$ cat src/rtl/hbridge_pwm_driver.sv
// Dual-channel H-bridge driver: shared PWM timebase, per-motor soft-start ramp,
// coast interval on reversal, and a sticky fault for contradictory commands.

module hbridge_pwm_channel #(
  parameter int PWM_BITS     = 8,
  parameter int RAMP_STEP    = 16,
  parameter int DEAD_PERIODS = 2
) (
  input  logic                clk,
  input  logic                reset,
  input  logic                enable,
  input  logic                fwd,
  input  logic                bck,
  input  logic [PWM_BITS-1:0] duty_cmd,
  input  logic                boundary,
  input  logic [PWM_BITS-1:0] cnt_nxt,
  output logic                pwm,
  output logic                in1,
  output logic                in2
);

  localparam logic [1:0] ST_STOP = 2'd0;
  localparam logic [1:0] ST_RUN  = 2'd1;
  localparam logic [1:0] ST_DEAD = 2'd2;

  localparam int DEAD_W = (DEAD_PERIODS > 1) ? $clog2(DEAD_PERIODS + 1) : 1;

  logic [1:0]          state_q, state_d;
  logic                dir_fwd_q, dir_fwd_d;
  logic [PWM_BITS-1:0] duty_q, duty_d;
  logic [DEAD_W-1:0]   dead_q, dead_d;
  logic                pwm_q, pwm_d;

  logic                req_fwd, req_rev, req_run;
  logic [PWM_BITS:0]   ramp_sum;
  logic [PWM_BITS-1:0] ramp_sat;

  assign req_fwd = enable & fwd & ~bck;
  assign req_rev = enable & bck & ~fwd;
  assign req_run = req_fwd | req_rev;

  // One extra bit so the ramp saturates instead of wrapping past all-ones.
  assign ramp_sum = {1'b0, duty_q} + (PWM_BITS + 1)'(RAMP_STEP);
  assign ramp_sat = ramp_sum[PWM_BITS] ? '1 : ramp_sum[PWM_BITS-1:0];

  always_comb begin
    state_d   = state_q;
    dir_fwd_d = dir_fwd_q;
    duty_d    = duty_q;
    dead_d    = dead_q;
    case (state_q)
      ST_STOP: begin
        duty_d = '0;
        if (req_run) begin
          state_d   = ST_RUN;
          dir_fwd_d = req_fwd;
        end
      end
      ST_RUN: begin
        if (!req_run) begin
          state_d = ST_STOP;
          duty_d  = '0;
        end else if (req_fwd != dir_fwd_q) begin
          // Reversal wins over a coincident ramp update.
          state_d = ST_DEAD;
          dead_d  = DEAD_W'(DEAD_PERIODS);
          duty_d  = '0;
        end else if (boundary) begin
          if (duty_q < duty_cmd)
            duty_d = (ramp_sat < duty_cmd) ? ramp_sat : duty_cmd;
          else if (duty_q > duty_cmd)
            duty_d = duty_cmd;
        end
      end
      ST_DEAD: begin
        duty_d = '0;
        if (!req_run) begin
          state_d = ST_STOP;
        end else if (boundary) begin
          if (dead_q <= DEAD_W'(1)) begin
            state_d   = ST_RUN;
            dir_fwd_d = req_fwd;
            dead_d    = '0;
          end else begin
            dead_d = dead_q - 1'b1;
          end
        end
      end
      default: begin
        state_d = ST_STOP;
        duty_d  = '0;
      end
    endcase
  end

  // PWM is registered from next-state values so it stays aligned with state and cnt.
  assign pwm_d = (state_d == ST_RUN) && (cnt_nxt < duty_d);

  always_ff @(posedge clk) begin
    if (reset) begin
      state_q   <= ST_STOP;
      dir_fwd_q <= 1'b0;
      duty_q    <= '0;
      dead_q    <= '0;
      pwm_q     <= 1'b0;
    end else begin
      state_q   <= state_d;
      dir_fwd_q <= dir_fwd_d;
      duty_q    <= duty_d;
      dead_q    <= dead_d;
      pwm_q     <= pwm_d;
    end
  end

  assign pwm = pwm_q;
  assign in1 = (state_q == ST_RUN) &&  dir_fwd_q;
  assign in2 = (state_q == ST_RUN) && !dir_fwd_q;

endmodule

module hbridge_pwm_driver #(
  parameter int PWM_BITS     = 8,
  parameter int PRESCALE     = 4,
  parameter int RAMP_STEP    = 16,
  parameter int DEAD_PERIODS = 2
) (
  input  logic                clk,
  input  logic                reset,
  input  logic                enable,
  input  logic                fwd_a,
  input  logic                bck_a,
  input  logic                fwd_b,
  input  logic                bck_b,
  input  logic [PWM_BITS-1:0] duty_cmd,
  output logic                pwm_a,
  output logic                in1_a,
  output logic                in2_a,
  output logic                pwm_b,
  output logic                in1_b,
  output logic                in2_b,
  output logic                fault
);

  localparam int PRE_W = (PRESCALE > 1) ? $clog2(PRESCALE) : 1;

  logic [PRE_W-1:0]    pre_q;
  logic [PWM_BITS-1:0] cnt_q, cnt_nxt;
  logic                pre_wrap, boundary;

  assign pre_wrap = (pre_q == PRE_W'(PRESCALE - 1));
  assign cnt_nxt  = pre_wrap ? cnt_q + 1'b1 : cnt_q;
  assign boundary = pre_wrap && (cnt_q == '1);

  always_ff @(posedge clk) begin
    if (reset) begin
      pre_q <= '0;
      cnt_q <= '0;
    end else begin
      pre_q <= pre_wrap ? '0 : pre_q + 1'b1;
      cnt_q <= cnt_nxt;
    end
  end

  always_ff @(posedge clk) begin
    if (reset)
      fault <= 1'b0;
    else if ((fwd_a & bck_a) | (fwd_b & bck_b))
      fault <= 1'b1;
  end

  hbridge_pwm_channel #(
    .PWM_BITS    (PWM_BITS),
    .RAMP_STEP   (RAMP_STEP),
    .DEAD_PERIODS(DEAD_PERIODS)
  ) u_chan_a (
    .clk     (clk),
    .reset   (reset),
    .enable  (enable),
    .fwd     (fwd_a),
    .bck     (bck_a),
    .duty_cmd(duty_cmd),
    .boundary(boundary),
    .cnt_nxt (cnt_nxt),
    .pwm     (pwm_a),
    .in1     (in1_a),
    .in2     (in2_a)
  );

  hbridge_pwm_channel #(
    .PWM_BITS    (PWM_BITS),
    .RAMP_STEP   (RAMP_STEP),
    .DEAD_PERIODS(DEAD_PERIODS)
  ) u_chan_b (
    .clk     (clk),
    .reset   (reset),
    .enable  (enable),
    .fwd     (fwd_b),
    .bck     (bck_b),
    .duty_cmd(duty_cmd),
    .boundary(boundary),
    .cnt_nxt (cnt_nxt),
    .pwm     (pwm_b),
    .in1     (in1_b),
    .in2     (in2_b)
  );

endmodule
$ cat config.mk
export PLATFORM = sky130hd
export DESIGN_NAME = hbridge_pwm_driver
export DESIGN_NICKNAME = d
export VERILOG_FILES = /design/src/rtl/hbridge_pwm_driver.sv
export SDC_FILE = /design/constraint.sdc
export NUM_CORES = 1
export LEC_CHECK = 0
export ABC_CLOCK_PERIOD_IN_PS = 8600
export CORE_ASPECT_RATIO = 1.25
export CORE_MARGIN = 1
export CORE_UTILIZATION = 58
export DETAILED_ROUTE_END_ITERATION = 8
export GPL_TIMING_DRIVEN = 1
export MAX_ROUTING_LAYER = met4
export PLACE_DENSITY_LB_ADDON = 0.12
export SKIP_CTS_REPAIR_TIMING = 1
export SYNTH_ARGS = -nofsm -noshare
export SYNTH_HDL_FRONTEND = slang
export SYNTH_HIERARCHICAL = 1
export SYNTH_SLANG_ARGS = --single-unit
$ cat constraint.sdc
create_clock -name clk -period 8.6 [get_ports clk]
set_clock_uncertainty 0.15 [all_clocks]
set_input_delay 1.29 -clock clk [delete_from_list [all_inputs] [get_ports clk]]
set_output_delay 1.29 -clock clk [all_outputs]
set_load 0.01 [all_outputs]
==> impl_metrics.ini <==
[outcome]
outcome = completed

[worst_hold_path]
hold_end = pre_q[0]
worstHoldStart = pre_q[0]
hold_class = register to register
whs_path_depth = 1

[worst_setup_path]
critical_path.top_delay_family = compound AO/OA/AOI/OAI gates
startpoint_type = input pin
timing_worst_setup_path_type = input pin to register
path_buf_inv = 2
cp_data_required_time_ps = 8670
rrSetupSlack_ps = 4210
timing.rr.start = u_chan_a/duty_q[4]
crit_chain = clkdlybuf4s50_1 > inv_1 > ha_1 > nor2b_1 > o211a_1 > o31ai_2 > nand2b_1 > o211ai_1 > ha_1 > a21o_1 > a21o_1 > a211o_1 > or3_1 > o22ai_1
r2r-end = u_chan_a/pwm
endpoint_kind = register
worstPathArrival_ps = 5260
reg2reg_depth = 16
crit_fanout = 12
critPathMaxStageDelay_ps = 590
crit_path_top_delay_cell = clkdlybuf4s50_1

[clock_network]
clk_pin_slew_ps = 80
clockRootBuffer = clkbuf_8
clock_latency_ps = 290
clock_path_buffers = 2
cts.sinks = 39
numCtsBuffers = 5
htreeDepth = 2
cts_tree = built

[logic_synthesis]
synthFlopType = dfxtp_1
postSynthCellCount = 400
synth_edf_count = 0
yosysSeqAreaShare = 0.235
ys_ff_latch = 39
syn-num-nets = 463
synth_compound_area_frac = 0.227
ys_warn_count = 6
synth_simple_gate_area_frac = 0.254
synth_top_family_by_area = simple AND/OR/NAND/NOR gates
ys_async_sr_fraction = 0
synthAdderAreaFrac = 0.181
syn_area_um2 = 3320
synthMuxAreaShare = 0.0347
avgSynthCellArea_um2 = 8.30
synth.distinct_cells = 59
synthXorXnorAreaFrac = 0.0264

[finish]
drive_above_1_share = 0.0425
nNetsFinal = 486
area_growth_pct = 10.8
n_antenna_cell = 0
stdcell_area_um2 = 3680

[pwr]
ir_worst_vdd_uv = 72.2
powerDensity_nw_per_um2 = 97.9
cellLeakagePower_nw = 1.63

[global_route]
gr-total-overflow = 0
grt_max_degree = 27
grt_use_met1 = 0.336
grt_pass1_vias = 2911
track_usage = 0.278
busiest_layer = met2
grt_use_met2 = 0.472
antenna_found_initial = 0
grt_util_met3 = 0.0372
grt_pass1_wl_um = 13100

[route]
wl_per_cell_um = 15.9
drc = 0
firstDrtPassIters = 5
postRouteAntennaNets = 0
totalWireLength_um = 7770
first_iter_violations = 143
routed_via_density = 6.30
dr_total_vias = 3076

[placement]
io_buffers = 21
hpwl_um = 6200
post_dp_cell_area_um2 = 3590
routabilityCongestion = 0.841

[timing]
rsz0062_at_grt = false
slew_headroom = 0.364
tightest_slew_ps = 951
hold_viol_final = 0
setup-tns-final_ps = 0
setup_violations = 0
fmax_ghz = 0.193
finalCritPeriodShare = 0.603
drv_slew = 0
period_needed_ps = 5190

[floorplan]
fp.dieArea_um2 = 6040
fp.dieH_um = 86.6
die_width_um = 69.7
ioPinCount = 22
core_um2 = 5480
rows = 30
initial_utilization = 0.606

[run]
cap_violations = 0
==> kinds of logic after synthesis <==
logic type,Yosys count
buf+inv,36
mux,11
flops,39
compound gates,103
xor+xnor,10
fa+ha+maj,48
simple gates,153
==> flip-flops by register name, summed over array words and instances (netlist names) <==
| signal | flops |
|---|---|
| u_chan_b/pwm | 1 |
| pre_q | 2 |
| u_chan_a/duty_q | 8 |
| u_chan_b/state_q | 2 |
| u_chan_a/state_q | 2 |
| u_chan_a/pwm | 1 |
| u_chan_a/dir_fwd_q | 1 |
| cnt_q | 8 |
| u_chan_b/dead_q | 2 |
| u_chan_a/dead_q | 2 |
| u_chan_b/duty_q | 8 |
| u_chan_b/dir_fwd_q | 1 |
| fault | 1 |
==> layout make-up <==
type,instances,area (um2)
multi-input combinational,325,2400
fill,477,1800
sequential,39,781
timing repair buffer,22,218
inverter,30,113
tap,64,80.1
clock buffer,5,68.8
clock inverter,3,20.0
==> metrics by stage <==
stage               setup slack, ps  power, mW   util  std cells  hold slack (ps)
floorplan                      4130      0.219      -        400              254
global placement               3310      0.238  0.655        480              263
detailed placement             3160      0.239  0.655        480              274
CTS                            3460      0.364  0.672        488              286
global route                   3080      0.375  0.672        488              298
finish                         3410      0.360  0.672        488              284
==> worst max-delay path by stage <==
stage / depth (start not counted) / start / slack (ps) / endpoint
floorplan: 14 / duty_cmd[1] / 4130 / u_chan_a/pwm
global placement: 14 / duty_cmd[1] / 3310 / u_chan_a/pwm
detailed placement: 14 / duty_cmd[1] / 3160 / u_chan_a/pwm
CTS: 14 / duty_cmd[1] / 3460 / u_chan_a/pwm
global route: 14 / duty_cmd[1] / 3080 / u_chan_a/pwm
finish: 14 / duty_cmd[1] / 3410 / u_chan_a/pwm
==> cell usage in the layout (no fill, tap or decap), drive strengths merged, types with 3 or more instances in the layout <==
master	count
nand3b	6
nor2	22
o211ai	6
o211a	6
o221ai	10
clkbuf	5
o22a	3
mux2i	7
ha	48
o21a	6
mux2	4
nand2	36
nor2b	16
a31oi	4
a21oi	26
a211oi	5
clkdlybuf4s50	21
o21ai	11
o221a	3
nand4	10
a21o	7
nor3b	4
and2	7
nand2b	15
nand3	16
xor2	4
dfxtp	39
inv	30
xnor2	6
nor3	9
==> report_power, final <==
group          leakage (nW)  internal, mW  switching (mW)
clock network        0.0402        0.0564          0.0684
logic                  1.27        0.0214          0.0278
registers             0.316         0.184         0.00249
==> routing by layer <==
layer	routed length, um	share of wire
met1	3460	0.45
met2	3800	0.49
met3	329	0.042
met4	181	0.023
met5	0	0
==> cells in the mapped netlist, types with 3 or more instances <==
library cell	instances	area share
a21oi_1	26	0.039
nand3_1	16	0.024
dfxtp_1	39	0.24
nor2_1	22	0.025
a211oi_1	3	0.0068
ha_1	48	0.18
clkbuf_1	3	0.0034
o221ai_1	10	0.026
a21o_1	7	0.016
o21ai_0	8	0.012
inv_1	30	0.034
nand2b_1	15	0.028
o211ai_1	6	0.014
nand3b_1	6	0.014
mux2i_1	7	0.021
o21ai_1	3	0.0045
a31oi_1	4	0.0075
o221a_1	3	0.010
nor2b_1	16	0.030
and2_1	7	0.013
o211a_1	6	0.018
nor3b_1	4	0.0090
xor2_1	4	0.011
nand2_1	36	0.041
o21a_1	6	0.014
xnor2_1	6	0.016
nor3_1	8	0.012
nand4_1	9	0.017
o22a_1	3	0.0079
Note: power is estimated with default switching activity, not from simulation.
==> RTL edit, RTL diff (same flow settings) <==
`PWM_BITS` is set to 8 in 2 places; all go to 6.
--- a/src/rtl/hbridge_pwm_driver.sv
+++ b/src/rtl/hbridge_pwm_driver.sv
@@ -2,7 +2,7 @@
 // coast interval on reversal, and a sticky fault for contradictory commands.
 
 module hbridge_pwm_channel #(
-  parameter int PWM_BITS     = 8,
+  parameter int PWM_BITS     = 6,
   parameter int RAMP_STEP    = 16,
   parameter int DEAD_PERIODS = 2
 ) (
@@ -119,7 +119,7 @@
 endmodule
 
 module hbridge_pwm_driver #(
-  parameter int PWM_BITS     = 8,
+  parameter int PWM_BITS     = 6,
   parameter int PRESCALE     = 4,
   parameter int RAMP_STEP    = 16,
   parameter int DEAD_PERIODS = 2
Interface: changed (resized duty_cmd); port bits go from 22 to 20. No check against the original RTL was run, so the function may have changed too.
==> RTL edit against the unedited design <==
  * Worst setup slack better by 0.10 ns
  * Routed wire length decreased by 13%
  * Power rose by 6.2%
  * Area after synthesis fell by 14%
  * Sequential power down 15%
  * Cell area is 13% lower
  * Sequential cell count fell by 6
  * Register-to-register slack better by 0.56 ns
  * Cell count down 15%
==> RTL edit: results <==
# TYPE chip_impl_metric gauge
chip_impl_metric{name="drt-vias-per-instance",unit=""} 6.262
chip_impl_metric{name="postRouteWirelength",unit="um"} 6720
chip_impl_metric{name="seq_area",unit="um^2"} 660.6
chip_impl_metric{name="max_slew.worst_pin.slew",unit="ns"} 0.8920
chip_impl_metric{name="n_all_inverters",unit=""} 26
chip_impl_metric{name="synth_sequential_area_ratio",unit="%"} 23.20
chip_impl_metric{name="ys_ff_latch",unit=""} 33
chip_impl_info{name="synth.top_cells.by_area",value="sky130_fd_sc_hd__dfxtp_1 (23%), sky130_fd_sc_hd__ha_1 (15%), sky130_fd_sc_hd__inv_1 (3.4%)"} 1
chip_impl_metric{name="multi_input_area_share",unit="%"} 63.76
chip_impl_metric{name="drtPass1Iterations",unit=""} 4
chip_impl_metric{name="crit_arrival",unit="ns"} 5.15
chip_impl_metric{name="syn2layout_area_growth",unit="%"} 12.87
chip_impl_info{name="status",value="finished clean"} 1
chip_impl_metric{name="weighted_congestion_reported_at_the_end_of_routability_driven_placement",unit=""} 0.8621
chip_impl_metric{name="slowest_delay",unit="ns"} 0.66
chip_impl_info{name="synth_top_cells_by_count",value="sky130_fd_sc_hd__ha_1 (34), sky130_fd_sc_hd__dfxtp_1 (33), sky130_fd_sc_hd__inv_1 (26), sky130_fd_sc_hd__nor2_1 (19), sky130_fd_sc_hd__a21oi_1 (16)"} 1
chip_impl_metric{name="p_total",unit="uW"} 382.8
chip_impl_metric{name="wl_met3",unit="um"} 212
chip_impl_metric{name="first_pass_grt_wire_length",unit="um"} 10810
chip_impl_metric{name="synthCells",unit=""} 331
chip_impl_metric{name="non_clock_buffer_count",unit=""} 20
chip_impl_metric{name="pre_cts_slack",unit="ns"} 3.279
chip_impl_metric{name="buf_share",unit="%"} 6.150
chip_impl_metric{name="clkCellAreaFrac",unit="%"} 4.165
chip_impl_info{name="largest_registers",value="cnt_q x6, u_chan_a/duty_q x6, u_chan_b/duty_q x6"} 1
chip_impl_metric{name="path_max_fanout",unit=""} 7
chip_impl_metric{name="p_comb_share",unit="%"} 12.6
chip_impl_metric{name="internal-power",unit="uW"} 292.5
## RTL edit: cell families (layout without fill, tap and decap cells)
family / count (synthesis) / count (layout) / synth area share [%]
AO/OA/AOI/OAI: 100 / 100 / 27.99
adder cells (fa/ha/maj): 34 / 34 / 14.94
buffers and inverters: 32 / 54 / 4.833
flip-flops: 33 / 33 / 23.20
multiplexers: 6 / 6 / 2.329
AND/OR/NAND/NOR: 117 / 117 / 23.95
XOR/XNOR: 9 / 9 / 2.768
## RTL edit: path summary, 6_finish.rpt
| check | cells past startpoint | startpoint | to | slack, ns |
|---|---|---|---|---|
| worst min register to register | 1 | pre_q[0] | pre_q[0] | 0.28 |
| worst min-delay path | 1 | pre_q[0] | pre_q[0] | 0.28 |
| worst max register to register | 13 | u_chan_a/duty_q[4] | u_chan_a/pwm | 4.77 |
| worst max-delay path | 14 | duty_cmd[3] | u_chan_b/pwm | 3.52 |
